<file path="config.mk">
export PLATFORM = sky130hd
export DESIGN_NAME = osd_spi_cmd
export DESIGN_NICKNAME = d
export VERILOG_FILES = /design/src/rtl/osd_pkg.sv /design/src/rtl/spi_sync_edge.sv /design/src/rtl/osd_spi_cmd.sv
export SDC_FILE = /design/constraint.sdc
export NUM_CORES = 1
export LEC_CHECK = 0
export ABC_AREA = 1
export BUFFER_PORTS_ARGS = -buffer_cell sky130_fd_sc_hd__buf_4
export CORE_MARGIN = 2
export CORE_UTILIZATION = 50
export DETAILED_ROUTE_END_ITERATION = 10
export PLACE_DENSITY = 0.74
export SETUP_SLACK_MARGIN = 0.2
export SLEW_MARGIN = 20
export SYNTH_ARGS = -nofsm -noshare
export SYNTH_HDL_FRONTEND = slang
export SYNTH_SLANG_ARGS = --single-unit
</file>
<file path="constraint.sdc">
create_clock -name clk_sys -period 3.75 [get_ports clk_sys]
set_input_delay 0.75 -clock clk_sys [delete_from_list [all_inputs] [get_ports clk_sys]]
set_output_delay 0.75 -clock clk_sys [all_outputs]
set_load 0.02 [all_outputs]
</file>
<file path="src/rtl/osd_pkg.sv">
// osd_pkg: shared command codes, line geometry and FSM state type for the OSD SPI front end.
package osd_pkg;
    localparam logic [3:0] OSD_CMD_WRITE  = 4'h2;
    localparam logic [3:0] OSD_CMD_ENABLE = 4'h4;
    localparam int         OSD_LINE_BYTES = 256;
    typedef enum logic [1:0] {IDLE, CMD, PAYLOAD, IGNORE} state_t;
endpackage

</file>
<file path="src/rtl/spi_sync_edge.sv">
// spi_sync_edge: brings SCK/SS3/DI into clk_sys and flags SCK rising edges.
module spi_sync_edge #(
    parameter int SYNC_STAGES = 2
) (
    input  logic clk_sys,
    input  logic reset_n,
    input  logic i_sck,
    input  logic i_ss,
    input  logic i_di,
    output logic o_sck_rise,
    output logic o_ss,
    output logic o_di
);
    logic [SYNC_STAGES-1:0] r_sck, r_ss, r_di;
    logic r_sck_d, r_rise, r_ss_o, r_di_o;

    // Rise, SS and DI leave through one common register so all three stay aligned.
    always_ff @(posedge clk_sys or negedge reset_n) begin
        if (!reset_n) begin
            r_sck   <= '0;
            r_ss    <= '0;
            r_di    <= '0;
            r_sck_d <= 1'b0;
            r_rise  <= 1'b0;
            r_ss_o  <= 1'b0;
            r_di_o  <= 1'b0;
        end else begin
            r_sck   <= {r_sck[SYNC_STAGES-2:0], i_sck};
            r_ss    <= {r_ss[SYNC_STAGES-2:0], i_ss};
            r_di    <= {r_di[SYNC_STAGES-2:0], i_di};
            r_sck_d <= r_sck[SYNC_STAGES-1];
            r_rise  <= r_sck[SYNC_STAGES-1] & ~r_sck_d;
            r_ss_o  <= r_ss[SYNC_STAGES-1];
            r_di_o  <= r_di[SYNC_STAGES-1];
        end
    end

    assign o_sck_rise = r_rise;
    assign o_ss       = r_ss_o;
    assign o_di       = r_di_o;
endmodule

</file>
<file path="src/rtl/osd_spi_cmd.sv">
// osd_spi_cmd: oversampled SPI command decoder producing OSD buffer writes and the enable level.
module osd_spi_cmd
    import osd_pkg::*;
#(
    parameter  int OSD_LINES   = 16,
    parameter  int SYNC_STAGES = 2,
    localparam int AW          = 8 + $clog2(OSD_LINES)
) (
    input  logic          clk_sys,
    input  logic          reset_n,
    input  logic          SPI_SCK,
    input  logic          SPI_SS3,
    input  logic          SPI_DI,
    output logic          osd_enable,
    output logic          wr_en,
    output logic [AW-1:0] wr_addr,
    output logic [7:0]    wr_data,
    output logic          cmd_valid,
    output logic [7:0]    cmd,
    output logic          busy
);
    localparam int LINE_SHIFT = $clog2(OSD_LINE_BYTES);

    logic          w_sck_rise, w_ss, w_di;
    logic          r_ss_prev, r_done;
    logic [2:0]    r_cnt;
    logic [7:0]    r_shift;
    logic [AW-1:0] r_addr, w_line_base;
    state_t        r_state, w_next;
    logic          w_cmd_done, w_wr;

    spi_sync_edge #(.SYNC_STAGES(SYNC_STAGES)) u_sync (
        .clk_sys    (clk_sys),
        .reset_n    (reset_n),
        .i_sck      (SPI_SCK),
        .i_ss       (SPI_SS3),
        .i_di       (SPI_DI),
        .o_sck_rise (w_sck_rise),
        .o_ss       (w_ss),
        .o_di       (w_di)
    );

    // Truncation to AW bits keeps only the low line-number bits (line mod OSD_LINES).
    assign w_line_base = AW'({r_shift[3:0], {LINE_SHIFT{1'b0}}});

    always_ff @(posedge clk_sys or negedge reset_n) begin
        if (!reset_n) begin
            r_cnt   <= 3'd0;
            r_shift <= 8'd0;
            r_done  <= 1'b0;
        end else if (w_ss || r_state == IDLE) begin
            r_cnt  <= 3'd0;
            r_done <= 1'b0;
        end else if (w_sck_rise) begin
            r_shift <= {r_shift[6:0], w_di};
            r_cnt   <= r_cnt + 3'd1;
            r_done  <= (r_cnt == 3'd7);
        end else begin
            r_done <= 1'b0;
        end
    end

    always_ff @(posedge clk_sys or negedge reset_n) begin
        if (!reset_n) begin
            r_state   <= IDLE;
            r_ss_prev <= 1'b0;
        end else begin
            r_state   <= w_next;
            r_ss_prev <= w_ss;
        end
    end

    // Entry to CMD needs an observed high-to-low SS3 transition, so a frame already running at reset release is skipped.
    always_comb begin
        w_next     = r_state;
        w_cmd_done = 1'b0;
        w_wr       = 1'b0;
        if (w_ss) begin
            w_next = IDLE;
        end else begin
            case (r_state)
                IDLE:    w_next = r_ss_prev ? CMD : IDLE;
                CMD: begin
                    w_cmd_done = r_done;
                    if (r_done)
                        w_next = (r_shift[7:4] == OSD_CMD_WRITE) ? PAYLOAD : IGNORE;
                end
                PAYLOAD: w_wr = r_done;
                default: ;
            endcase
        end
    end

    always_ff @(posedge clk_sys or negedge reset_n) begin
        if (!reset_n) begin
            osd_enable <= 1'b0;
            wr_en      <= 1'b0;
            wr_addr    <= '0;
            wr_data    <= 8'd0;
            cmd_valid  <= 1'b0;
            cmd        <= 8'd0;
            busy       <= 1'b0;
            r_addr     <= '0;
        end else begin
            busy      <= ~w_ss;
            cmd_valid <= w_cmd_done;
            wr_en     <= w_wr;
            if (w_cmd_done) begin
                cmd <= r_shift;
                if (r_shift[7:4] == OSD_CMD_ENABLE)
                    osd_enable <= r_shift[0];
                if (r_shift[7:4] == OSD_CMD_WRITE)
                    r_addr <= w_line_base;
            end
            if (w_wr) begin
                wr_data <= r_shift;
                wr_addr <= r_addr;
                r_addr  <= r_addr + 1'b1;
            end
        end
    end
endmodule

</file>
### Word level (Yosys, flattened, before mapping)

Cells that the tools add are included.

* add/sub/neg operators: 2
* eq/ne operators: 6
* mux-type cells: 16
* bitwise gates (word level): 4
* reductions and logical operators: 10

Operators by type and width (number)
* $mux 12: 3
* $add 12x1->12 const B: 1
* $mux 1: 8
* $reduce_and 2->1: 4
* $mux 3: 2
* $reduce_bool 2->1: 3
* $eq 4x2->1 const B: 1
* $eq 4x3->1 const B: 1
* $mux 2: 2
* $pmux 2 s2: 1
* $add 3x1->3 const B: 1
* $eq 3x3->1 const B: 1
* $ne 3x2->1 const B: 1
* $not 1->1: 3
* $reduce_bool 3->1: 1
* $eq 2x1->1 const B: 1
* $eq 2x2->1 const B: 1
* $logic_not 2->1: 1
* $and 1x1->1: 1
* $logic_or 1x1->1: 1

* flip-flop bits (word level): 69
* input port bits: 5
* output and inout port bits: 32
* word-level logic and storage cells: 58

### Logic depth before layout (Yosys ltp)

Gate-level depths: netlist of run 1.

* word-level depth: 5
* depth in mapped cells: 9

### Cells and area by module

A second synthesis of run 1 with hierarchy kept.

* cell total of the unflattened synthesis: 297
* area total of the unflattened synthesis: 2841.5 sq um

Modules (own cells, without submodules)
* osd_spi_cmd: times used 1, cells each 285, area each 2581.2 sq um
* spi_sync_edge: times used 1, cells each 12, area each 260.2 sq um

### Least setup slack after synthesis of run 1

OpenSTA, ideal clock, no wires.

* path kind: reg2reg
* start point: register r_state[0]
* end point: register wr_addr[3]
* arrival: 1.068 ns
* setup slack: 2.556 ns
* cell stages (with the launch flop): 7
* buffers on the path: 2
* cells stage by stage: dfrtp_1 -> nor2_2 -> nand2_4 -> buf_8 -> buf_4 -> nand2_1 -> o21ai_0

* longest elaborated chain between the ends: 3

Ends and longest elaborated chain
* start, declared: RTL line osd_spi_cmd.sv:29 `state_t r_state, w_next;`
* start signal, assigned: RTL line osd_spi_cmd.sv:68 `r_state <= w_next;`
* $eq 2x2->1: RTL line osd_spi_cmd.sv:81 `case (r_state)`
* $mux 1: RTL line osd_spi_cmd.sv:81
* $mux 1: RTL line osd_spi_cmd.sv:78 `if (w_ss) begin`
* end signal, assigned: RTL line osd_spi_cmd.sv:117 `wr_addr <= r_addr;`
* end, declared: RTL line osd_spi_cmd.sv:16 `output logic [AW-1:0] wr_addr,`

Every way passes these cells.
A chain may end at the register's enable or synchronous reset.

### Worst setup path in the final report of run 1

* start point: register r_state[1]
* end point: register r_addr[5]

* longest elaborated chain between the ends: 5

Ends and longest elaborated chain
* $eq 2x2->1 (*): RTL line osd_spi_cmd.sv:81
* $mux 1 (*): RTL line osd_spi_cmd.sv:81
* $mux 1 (*): RTL line osd_spi_cmd.sv:78
* net w_wr: RTL line osd_spi_cmd.sv:30 `logic w_cmd_done, w_wr;`
* $reduce_bool 2->1 (no line)
* $reduce_and 2->1 (no line)
* end signal, assigned: RTL line osd_spi_cmd.sv:113 `r_addr <= w_line_base;`
* end signal, assigned: RTL line osd_spi_cmd.sv:118 `r_addr <= r_addr + 1'b1;`
* end, declared: RTL line osd_spi_cmd.sv:28 `logic [AW-1:0] r_addr, w_line_base;`

Mark *: on every way through the listed nets, which the timed path passes. The rest lies on a longest branch.

==> flow_metrics.py, run 1 <==
metrics = {
    "power_and_ir_drop": {
        "ir_worst_vdd_mv": 0.222,
        "powerDensity_mw_per_mm2": 432,
        "leakage_nw": 1.62,
    },
    "cells_and_area": {
        "syn_to_final_growth_pct": 16.6,
        "layout_commonest_cell": "nand2_1",
        "fillerInstances": 502,
        "final_nets": 358,
        "fin_cells": 427,
        "fin_util": 0.608,
        "seq_area_sq_mm": 0.00173,
        "n_antenna_cell": 0,
        "final_area_sq_mm": 0.00337,
        "drive_gt1_frac": 0.208,
        "mostFrequentLayoutCells": "nand2_1 (78), dfrtp_1 (69), nor2_1 (40), o21ai_0 (36), buf_4 (36)",
        "multiInputGateArea_sq_um": 967,
    },
    "floorplan": {
        "io_pins": 37,
        "core.rowCount": 27,
        "core_area_sq_mm": 0.00554,
        "die_x_um": 80.0,
        "die_area_sq_mm": 0.00641,
        "start_util": 0.522,
        "fp.dieH_um": 80.0,
    },
    "clock_network": {
        "clock_sinks": 69,
        "worstSkewPairLatency_ns": 0.34,
        "cts_setup_buffers": 0,
        "cts_buffers": 9,
        "h-tree-depth": 3,
        "cts.clk_slew.worst_paths_ns": 0.07,
        "ctsHoldBuffers": 0,
        "clockBufferDepth": 2,
        "cts_root_buf": "clkbuf_8",
        "cts_resized": 0,
        "cts_tree": "built",
    },
    "critical_path": {
        "crit_path_start_kind": "register",
        "critPathKind": "reg2reg",
        "crit_path_cell_trace": "inv_2, nor2_2, nand2_4, clkinv_1, nand4_1, nand3_1, o21ai_0",
        "crit_path_end_kind": "register",
        "critPathArrivalTime_ns": 2.09,
        "cp_slowest_cell": "nand2_4",
        "critPathRequiredTime_ns": 4.01,
        "crit_fanout": 49,
        "slowest_delay_ns": 0.44,
    },
    "drt": {
        "via_count": 2073,
        "wl_per_cell_um": 12.2,
        "ant_nets": 0,
        "drtPass1Iterations": 4,
        "routed_wl_um": 5220,
        "drt_iter0_markers": 127,
        "drc": 0,
        "vias_per_cell": 4.85,
    },
    "sta": {
        "final_max_slew_viol_count": 0,
        "min_period_over_period": 0.487,
        "grt_setup_unrepaired": "false",
        "setup_ws_ns": 1.92,
        "max_freq_mhz": 547,
        "slew_headroom": 0.445,
        "fin_skew_ns": 0.0103,
        "setup_viol": 0,
        "final.setup.tns_ns": 0,
        "fin_crit_ns": 1.83,
        "worst_slew_pin_slew_ns": 0.833,
        "hold_viol_final": 0,
    },
    "yosys": {
        "yosys.area_share.xor_xnor": 0.00303,
        "synth_top_family_by_area": "simple AND/OR/NAND/NOR gates",
        "yosys_warnings": 0,
        "synth_area_sq_mm": 0.00289,
        "synth_compound_area_frac": 0.0939,
        "yosysSeqAreaShare": 0.597,
        "ys_ff_latch": 69,
        "ys_types": 27,
        "synthesis.nets": 319,
        "syn_inst": 311,
        "synthAdderAreaFrac": 0.0130,
        "synthMuxAreaShare": 0,
        "synthSimpleGateAreaFrac": 0.225,
        "avgSynthCellArea_sq_um": 9.30,
    },
    "placement": {
        "place_congestion": 0.885,
        "dpl_cell_area_sq_mm": 0.00318,
        "numPortBuffers": 36,
        "dp_hpwl_um": 3580,
        "place_ws_ns": 1.97,
        "dp.cells": 411,
    },
    "grt": {
        "overflow": 0,
        "grtUsageTotal": 0.186,
        "grt_max_degree": 70,
        "grt_pass1_vias": 2002,
        "antenna_found_initial": 0,
        "grt_pass1_wl_um": 9030,
    },
    "outcome": {
        "status": "complete, no violations",
    },
    "job": {
        "drv_cap": 0,
    },
    "hold_path": {
        "hold_path_class": "reg2reg",
    },
}
per-stage QoR:
step           hold slack [ns]  power (W)
5_1_grt                  0.363    0.00153
2_1_floorplan            0.331   0.000856
4_1_cts                  0.355    0.00148
3_3_place_gp             0.331   0.000891
6_report                 0.351    0.00146
3_5_place_dp             0.336   0.000893
cells in the mapped netlist:
cell type | count | area share
xor2_1 | 1 | 0.0030
buf_4 | 2 | 0.0052
nand2_1 | 78 | 0.10
nand2_2 | 5 | 0.011
buf_2 | 2 | 0.0035
nor2_4 | 5 | 0.019
o22ai_1 | 1 | 0.0022
clkinv_1 | 1 | 0.0013
buf_8 | 1 | 0.0052
nor2_2 | 7 | 0.015
inv_2 | 3 | 0.0039
o21ai_1 | 5 | 0.0087
buf_6 | 3 | 0.012
nand3_1 | 8 | 0.014
inv_1 | 29 | 0.038
o21bai_1 | 1 | 0.0026
nand2_4 | 2 | 0.0078
dfrtp_1 | 69 | 0.60
nand4_1 | 2 | 0.0043
o31ai_1 | 1 | 0.0026
o21ai_0 | 36 | 0.062
o21ai_2 | 1 | 0.0030
ha_1 | 3 | 0.013
o32ai_1 | 1 | 0.0030
a21oi_1 | 3 | 0.0052
o22ai_2 | 1 | 0.0043
nor2_1 | 40 | 0.052
final cells by class:
type / instances / share of cell area
Tap cell: 72 / 0.0267
Clock buffer: 11 / 0.0390
Clock inverter: 5 / 0.0182
Inverter: 33 / 0.0367
Sequential cell: 69 / 0.512
Timing Repair Buffer: 36 / 0.0802
Multi-Input combinational cell: 201 / 0.287
worst max-delay path: cells and delay by family, from the launching register on:
kind	cells	cell delay [ns]
and+or+nand+nor	4	0.76
buffers and inverters	2	0.49
DFF	1	0.41
AOI/OAI and AO/OA	1	0.07
state kept, by name, summed over array words and instances, names as in the netlist:
signal,flops
wr_en,1
u_sync.r_di,2
osd_enable,1
busy,1
r_state,2
r_addr,12
u_sync.r_ss,2
cmd,8
u_sync.o_ss,1
r_cnt,3
r_ss_prev,1
r_done,1
u_sync.r_sck_d,1
r_shift,8
cmd_valid,1
wr_data,8
u_sync.r_sck,2
u_sync.o_di,1
wr_addr,12
u_sync.o_sck_rise,1
where the power goes:
| part | internal, W | switching [W] | leakage, nW | total (W) |
|---|---|---|---|---|
| clock | 0.000310 | 0.000270 | 0.0975 | 0.000580 |
| sequential | 0.000772 | 0.0000196 | 0.929 | 0.000792 |
| combinational | 0.0000253 | 0.0000605 | 0.595 | 0.0000858 |
| total | 0.00111 | 0.000350 | 1.62 | 0.00146 |
per-layer routing:
layer	vias up	track usage	routed length (um)
met5	-	0	0
met4	0	0.0966	85
met3	9	0.0566	301
met2	53	0.279	2360
met1	954	0.243	2480
li1	1057	-	-
kinds of logic (layout without fill, tap and decap cells):
logic type      count (synthesis)  after routing
compound gates                 50             50
buf+inv                        41             85
fa+ha+maj                       3              3
xor+xnor                        1              1
simple gates                  147            147
flops                          69             69
worst paths after layout:
path / from / end / slack [ns] / cells past startpoint
min reg2reg: u_sync.r_di[1] / u_sync.o_di / 0.35 / 0
max: r_state[1] / r_addr[5] / 1.92 / 7
min in group asynchronous: reset_n / wr_addr[2] / 0.51 / 1
max in group asynchronous: reset_n / r_addr[7] / 2.70 / 1
min: u_sync.r_di[1] / u_sync.o_di / 0.35 / 0
max reg2reg: r_state[1] / r_addr[5] / 1.92 / 7
Power figures use the tool's default switching activity.
==> run 2, diff against run 1 <==
--- a/config.mk
+++ b/config.mk
@@ -10,7 +10,7 @@
 export CORE_MARGIN = 2
 export CORE_UTILIZATION = 50
 export DETAILED_ROUTE_END_ITERATION = 10
-export PLACE_DENSITY = 0.74
+export PLACE_DENSITY = 0.77
 export SETUP_SLACK_MARGIN = 0.2
 export SLEW_MARGIN = 20
 export SYNTH_ARGS = -nofsm -noshare
==> constraint.sdc (replaced) <==
create_clock -name clk_sys -period 1.6 [get_ports clk_sys]
set_input_delay 0.32 -clock clk_sys [delete_from_list [all_inputs] [get_ports clk_sys]]
set_output_delay 0.32 -clock clk_sys [all_outputs]
set_load 0.02 [all_outputs]
==> run 2 against run 1 <==
Against the previous run:
- maximum frequency increased by 39%
- sequential share of layout area down 2.7 points
- total power is 140% higher
- utilization up 3.4 points
- register-to-register slack got worse by 1.6 ns
- final cell count increased by 3.0%
- sequential power increased by 130%
- critical path depth increased by 2
- clock power grew to 2.6 times the previous value
- critical path type unchanged
==> flow_metrics.py, run 2 (same netlist as run 1, synthesis figures left out) <==
metrics = {
    "grt": {
        "grtUsageTotal": 0.200,
        "grt_max_degree": 32,
        "antenna_found_initial": 0,
        "grt_pass1_wl_um": 9660,
        "overflow": 0,
        "grt_pass1_vias": 2128,
    },
    "clock_network": {
        "h-tree-depth": 3,
        "clockBufferDepth": 2,
        "cts_buffers": 9,
        "worstSkewPairLatency_ns": 0.34,
        "clock_sinks": 69,
        "cts.clk_slew.worst_paths_ns": 0.07,
        "cts_root_buf": "clkbuf_8",
        "cts_tree": "built",
    },
    "floorplan": {
        "fp.dieH_um": 80.0,
        "core.rowCount": 27,
        "die_area_sq_mm": 0.00641,
        "core_area_sq_mm": 0.00554,
        "die_x_um": 80.0,
        "io_pins": 37,
        "start_util": 0.522,
    },
    "power_and_ir_drop": {
        "ir_worst_vdd_mv": 0.733,
        "p_switching_w": 0.000841,
        "internal_power_w": 0.00273,
        "powerDensity_mw_per_mm2": 1000,
        "leakage_nw": 1.72,
        "seqPwrFrac": 0.522,
        "p_sw_frac": 0.236,
        "p_comb_frac": 0.064,
        "clkPwrFrac": 0.414,
    },
    "hold_path": {
        "min_path_cells": 1,
        "hold_path_class": "in2reg",
    },
    "cells_and_area": {
        "n_antenna_cell": 0,
        "drive_gt1_frac": 0.253,
        "layout_commonest_cell": "nand2_1",
        "mostFrequentLayoutCells": "nand2_1 (77), dfrtp_1 (68), buf_4 (45), nor2_1 (38), o21ai_0 (36)",
        "final_nets": 371,
        "syn_to_final_growth_pct": 23.1,
        "top_regs": "r_addr x12, wr_addr x12",
        "final_area_sq_mm": 0.00356,
    },
    "critical_path": {
        "cp_top_family": "simple AND/OR/NAND/NOR gates",
        "crit_fanout": 4,
        "cp_num_buf_inv": 1,
        "crit_path_start_kind": "register",
        "cp_slowest_cell": "dfrtp_1",
        "critPathArrivalTime_ns": 1.58,
        "critPathKind": "reg2reg",
        "cp_num_cells": 9,
        "critPathRequiredTime_ns": 1.87,
        "crit_path_end_kind": "register",
        "slowest_delay_ns": 0.36,
        "r2r_cells": 9,
        "crit_path_cell_trace": "buf_4, nand2_1, nor2_1, nand2_1, nor2_1, nand2_1, nand2_1, nor2_1, nor2_1",
    },
    "drt": {
        "ant_nets": 0,
        "routed_wl_um": 5750,
        "drc": 0,
        "drt_iter0_markers": 196,
        "via_count": 2190,
        "drtPass1Iterations": 4,
        "wl_per_cell_um": 13.1,
        "vias_per_cell": 4.98,
    },
    "sta": {
        "min_period_over_period": 0.819,
        "final_max_slew_viol_count": 0,
        "fin_skew_ns": 0.00999,
        "fin_crit_ns": 1.31,
        "worst_slew_pin_slew_ns": 0.406,
        "slew_headroom": 0.729,
        "grt_setup_unrepaired": "true",
        "setup_viol": 0,
        "hold_viol_final": 0,
        "final.setup.tns_ns": 0,
        "max_freq_mhz": 763,
    },
    "placement": {
        "place_congestion": 0.814,
        "numPortBuffers": 36,
        "dpl_cell_area_sq_mm": 0.00325,
        "dp_hpwl_um": 3950,
    },
    "outcome": {
        "status": "complete, no violations",
    },
    "job": {
        "drv_cap": 0,
    },
}
-- run 2: changes by cell type in the layout (fill, tap and decap cells not counted), moves of 2 or more --
| cell | before | now |
|---|---|---|
| nor2_1 | 40 | 38 |
| buf_12 | 0 | 3 |
| clkinv_4 | 3 | 0 |
| clkinvlp_4 | 0 | 2 |
| clkbuf_8 | 9 | 12 |
| buf_4 | 36 | 45 |
-- run 2: path summary, 6_finish.rpt --
| check | start | end | slack (ns) |
|---|---|---|---|
| max reg2reg | r_addr[1] | r_addr[11] | 0.29 |
| max | r_addr[1] | r_addr[11] | 0.29 |
| min in group asynchronous | reset_n | wr_addr[1] | 0.45 |
| min | SPI_SCK | u_sync.r_sck[0] | 0.09 |
| min reg2reg | u_sync.r_sck[0] | u_sync.r_sck[1] | 0.36 |
| max in group asynchronous | reset_n | u_sync.r_di[0] | 0.64 |
-- run 2: final cells by class --
| cell class | count | area, sq um |
|---|---|---|
| Fill cell | 464 | 1980 |
| Sequential cell | 69 | 1730 |
| Multi-Input combinational cell | 201 | 993 |
| Timing Repair Buffer | 49 | 408 |
| Clock buffer | 13 | 169 |
| Inverter | 33 | 128 |
| Tap cell | 72 | 90.1 |
| Clock inverter | 3 | 42.5 |
-- run 2: power groups by stage --
stage                     clock network, W  logic (W)  registers, W
after floorplan                          0   0.000127       0.00188
after global placement                   0   0.000213       0.00189
after detailed placement                 0   0.000221       0.00189
after CTS                          0.00150   0.000225       0.00186
after global routing               0.00159   0.000262       0.00188
final                              0.00148   0.000228       0.00186
-- run 2: worst reg2reg max path: stages (launching register included) --
cell and delay (ns):
dfrtp_1 0.36, buf_4 0.12, nand2_1 0.05, nor2_1 0.25, nand2_1 0.13, nor2_1 0.10, nand2_1 0.05, nand2_1 0.06
nor2_1 0.04, nor2_1 0.08
-- run 2: timing repair --
| action | in CTS | in global routing |
|---|---|---|
| buffers inserted | 0 | 6 |
| setup endpoints to repair | 0 | 20 |
| hold buffers | 1 | 0 |
| endpoints found under the hold margin | 28 | 0 |
| resized for setup | 0 | 9 |
-- run 2: metal layers --
layer | vias up | share of wire | global-route usage | wire length [um]
li1 | 1082 | - | - | -
met1 | 1045 | 0.45 | 0.269 | 2590
met2 | 53 | 0.49 | 0.309 | 2830
met3 | 10 | 0.041 | 0.0339 | 238
met4 | 0 | 0.017 | 0.107 | 95
met5 | - | 0 | 0 | 0
-- run 2: metrics by stage --
step	setup slack, ns	utilization	total power, W	hold WS (ns)	cells
2_1_floorplan	0.406	-	0.00201	0.0244	311
3_3_place_gp	0.318	0.586	0.00210	0.274	417
3_5_place_dp	0.264	0.586	0.00212	0.277	417
4_1_cts	0.232	0.626	0.00359	0.0756	434
5_1_grt	0.152	0.642	0.00372	0.0728	440
6_report	0.290	0.642	0.00357	0.0857	440
==> run 3, diff against run 2 <==
--- a/config.mk
+++ b/config.mk
@@ -5,12 +5,12 @@
 export SDC_FILE = /design/constraint.sdc
 export NUM_CORES = 1
 export LEC_CHECK = 0
-export ABC_AREA = 1
+export ABC_AREA = 0
 export BUFFER_PORTS_ARGS = -buffer_cell sky130_fd_sc_hd__buf_4
 export CORE_MARGIN = 2
 export CORE_UTILIZATION = 50
 export DETAILED_ROUTE_END_ITERATION = 10
-export PLACE_DENSITY = 0.77
+export PLACE_DENSITY = 0.78
 export SETUP_SLACK_MARGIN = 0.2
 export SLEW_MARGIN = 20
 export SYNTH_ARGS = -nofsm -noshare
==> constraint.sdc (replaced) <==
create_clock -name clk_sys -period 1.1 [get_ports clk_sys]
set_input_delay 0.22 -clock clk_sys [delete_from_list [all_inputs] [get_ports clk_sys]]
set_output_delay 0.22 -clock clk_sys [all_outputs]
set_load 0.02 [all_outputs]
==> run 3 against run 2 <==
Against the previous run:
- the flow now finishes with violations (setup timing)
- synthesized area fell by 5.2%
- hold slack improved by 0.20 ns
- sequential cell count did not move
- die area decreased by 4.9%
- global-route usage grew 7.5 points
- register-to-register slack got worse by 0.80 ns
- sequential power increased by 46%
- wire length is 82% higher
- clock skew is 0.0037 ns higher
- synthesized cell count fell by 19%
- clock power up 62%
- critical path depth shrank 3
- critical endpoint is now r_addr[10]
==> flow_metrics.py, run 3 <==
metrics = {
    "clock_network": {
        "cts_tree": "built",
        "clockBufferDepth": 2,
        "cts_buffers": 9,
        "cts_root_buf": "clkbuf_8",
        "clock_sinks": 69,
        "h-tree-depth": 3,
        "worstSkewPairLatency_ns": 0.36,
        "cts.clk_slew.worst_paths_ns": 0.08,
    },
    "critical_path": {
        "crit_path_cell_trace": "buf_4, nor4b_4, buf_4, nand2_8, o22ai_2, o21ba_1",
        "slowest_delay_ns": 0.44,
        "cp_slowest_cell": "dfrtp_2",
        "crit_fanout": 6,
        "critPathKind": "reg2reg",
        "crit_path_end_kind": "register",
        "reg2reg_slack_ns": -0.51,
        "critPathArrivalTime_ns": 1.86,
        "cp_top_family": "flip-flops",
        "cp_num_buf_inv": 2,
        "crit_path_start_kind": "register",
        "critPathRequiredTime_ns": 1.35,
        "cpMostUsedCell": "buf_4",
    },
    "sta": {
        "final_max_slew_viol_count": 0,
        "slew_headroom": 0.747,
        "min_period_over_period": 1.46,
        "fin_skew_ns": 0.0137,
        "fin_crit_ns": 1.61,
        "worst_slew_pin_slew_ns": 0.377,
        "grt_setup_unrepaired": "true",
        "setup_ws_ns": -0.508,
        "setup_viol": 77,
        "hold_viol_final": 0,
        "max_freq_mhz": 622,
    },
    "cells_and_area": {
        "fin_cells": 458,
        "syn_to_final_growth_pct": 70.2,
        "mostFrequentLayoutCells": "dfrtp_1 (63), buf_4 (62), nand2_1 (59), buf_6 (58), nand2_2 (22)",
        "drive_gt1_frac": 0.580,
        "multiInputGateArea_sq_mm": 0.00131,
        "top_regs": "r_addr x12, wr_addr x12",
        "fillerInstances": 179,
        "layout_commonest_cell": "dfrtp_1",
        "final_nets": 391,
        "n_antenna_cell": 0,
        "seq_area_sq_mm": 0.00173,
    },
    "yosys": {
        "ys_ff_latch": 69,
        "netlist_top_cells_count": "nand2_1 (92), dfrtp_1 (69), nor2_1 (11)",
        "ys_types": 44,
        "synth_area_leader_cell": "dfrtp_1",
        "synth_ff_type": "dfrtp_1",
        "synth_area_sq_mm": 0.00274,
        "async_reset_ff_frac": 1.00,
        "yosysSeqAreaShare": 0.630,
        "avgSynthCellArea_sq_um": 10.9,
        "synthesis.nets": 260,
        "syn_inst": 252,
        "netlist.area_leader.share": 0.630,
        "synth_area_leaders": "dfrtp_1 (63%), nand2_1 (13%), mux2_2 (3.3%)",
        "yosys_warnings": 0,
        "synth_edf_count": 0,
        "yosysMostFrequentCell": "nand2_1",
    },
    "floorplan": {
        "core.rowCount": 26,
        "fp.dieH_um": 78.0,
        "core_area_sq_mm": 0.00520,
        "die_x_um": 78.0,
        "start_util": 0.527,
        "io_pins": 37,
        "die_area_sq_mm": 0.00609,
    },
    "grt": {
        "antenna_found_initial": 0,
        "overflow": 0,
        "grt_pass1_vias": 2575,
        "grt_max_degree": 19,
        "grtUsageTotal": 0.275,
        "grt_pass1_wl_um": 12700,
    },
    "drt": {
        "vias_per_cell": 5.87,
        "ant_nets": 0,
        "routed_wl_um": 10500,
        "via_count": 2689,
        "drt_iter0_markers": 243,
        "wl_per_cell_um": 22.9,
        "drc": 0,
        "drtPass1Iterations": 5,
    },
    "outcome": {
        "status": "complete, but fails checks",
        "violations": "setup timing",
    },
    "placement": {
        "dp.cells": 393,
        "numPortBuffers": 36,
        "dp_hpwl_um": 4210,
        "place_congestion": 0.904,
        "place_ws_ns": -0.430,
    },
    "power_and_ir_drop": {
        "ir_worst_vdd_mv": 1.00,
        "leakage_nw": 2.47,
        "powerDensity_mw_per_mm2": 1160,
    },
    "hold_path": {
        "hold_path_class": "in2async",
    },
    "job": {
        "drv_cap": 0,
    },
}
run 3: changes by cell type after synthesis, moves of 5 or more:
cell,delta
inv_1,-26
mux2_2,+8
nand2_1,+14
nand2_2,-5
nand3_1,-6
nor2_1,-29
nor2_2,-7
nor2_4,-5
o21ai_0,-35
run 3: area by class of cell:
class	count	share of cell area
clock buffers	12	0.0333
clock inverters	4	0.0150
inverters	5	0.00617
multi-input cells	168	0.281
flip-flops and latches	69	0.372
well taps	70	0.0188
repair buffers	130	0.275
run 3: power breakdown:
part           switching [W]  total, W  internal (W)
Sequential          0.000122   0.00272       0.00260
Combinational       0.000133  0.000294      0.000161
Clock                0.00100   0.00240       0.00140
run 3: kinds of logic (layout without fill, tap and decap cells):
kind of cell,count (synthesis),count (layout),share of synthesized area
simple gates,127,127,0.214
flops,69,69,0.630
compound gates,25,25,0.0639
buf+inv,15,151,0.0278
mux,11,11,0.0443
fa+ha+maj,3,3,0.0137
xor+xnor,2,2,0.00639
run 3: metal layers:
| layer | GRT usage | part of all wire |
|---|---|---|
| met1 | 0.322 | 0.38 |
| met2 | 0.468 | 0.50 |
| met3 | 0.0690 | 0.068 |
| met4 | 0.140 | 0.059 |
| met5 | 0 | 0 |
run 3: stage by stage:
stage                     total power [W]  hold WS (ns)  utilization  TNS (ns)  cell area [sq um]
after floorplan                   0.00276       -0.0756            -     -6.93               2800
after global placement            0.00290         0.111        0.664     -9.81               3460
after detailed placement          0.00291         0.110        0.664    -11.35               3460
after CTS                         0.00525         0.281        0.817    -11.79               4250
after global routing              0.00554         0.304        0.896    -20.96               4670
final                             0.00542         0.286        0.896    -18.04               4670
run 3: timing repair:
item                       in CTS  in global routing
setup buffers                  19                 24
pin swaps                      31                 19
gates resized for setup        97                 59
hold buffers                    4                  0
hold endpoints to repair       46                  0
setup endpoints to repair      89                 89
cloned                          2                  0
run 3: path summary, 6_finish.rpt:
kind                                 from              to  cells after the start
max                            r_shift[7]      r_addr[10]                      6
min                               reset_n      r_shift[2]                      2
max reg2reg                    r_shift[7]      r_addr[10]                      6
min reg2reg                u_sync.r_ss[0]  u_sync.r_ss[1]                      0
max in group asynchronous         reset_n       r_addr[8]                      3
min in group clk_sys       u_sync.r_ss[0]  u_sync.r_ss[1]                      0
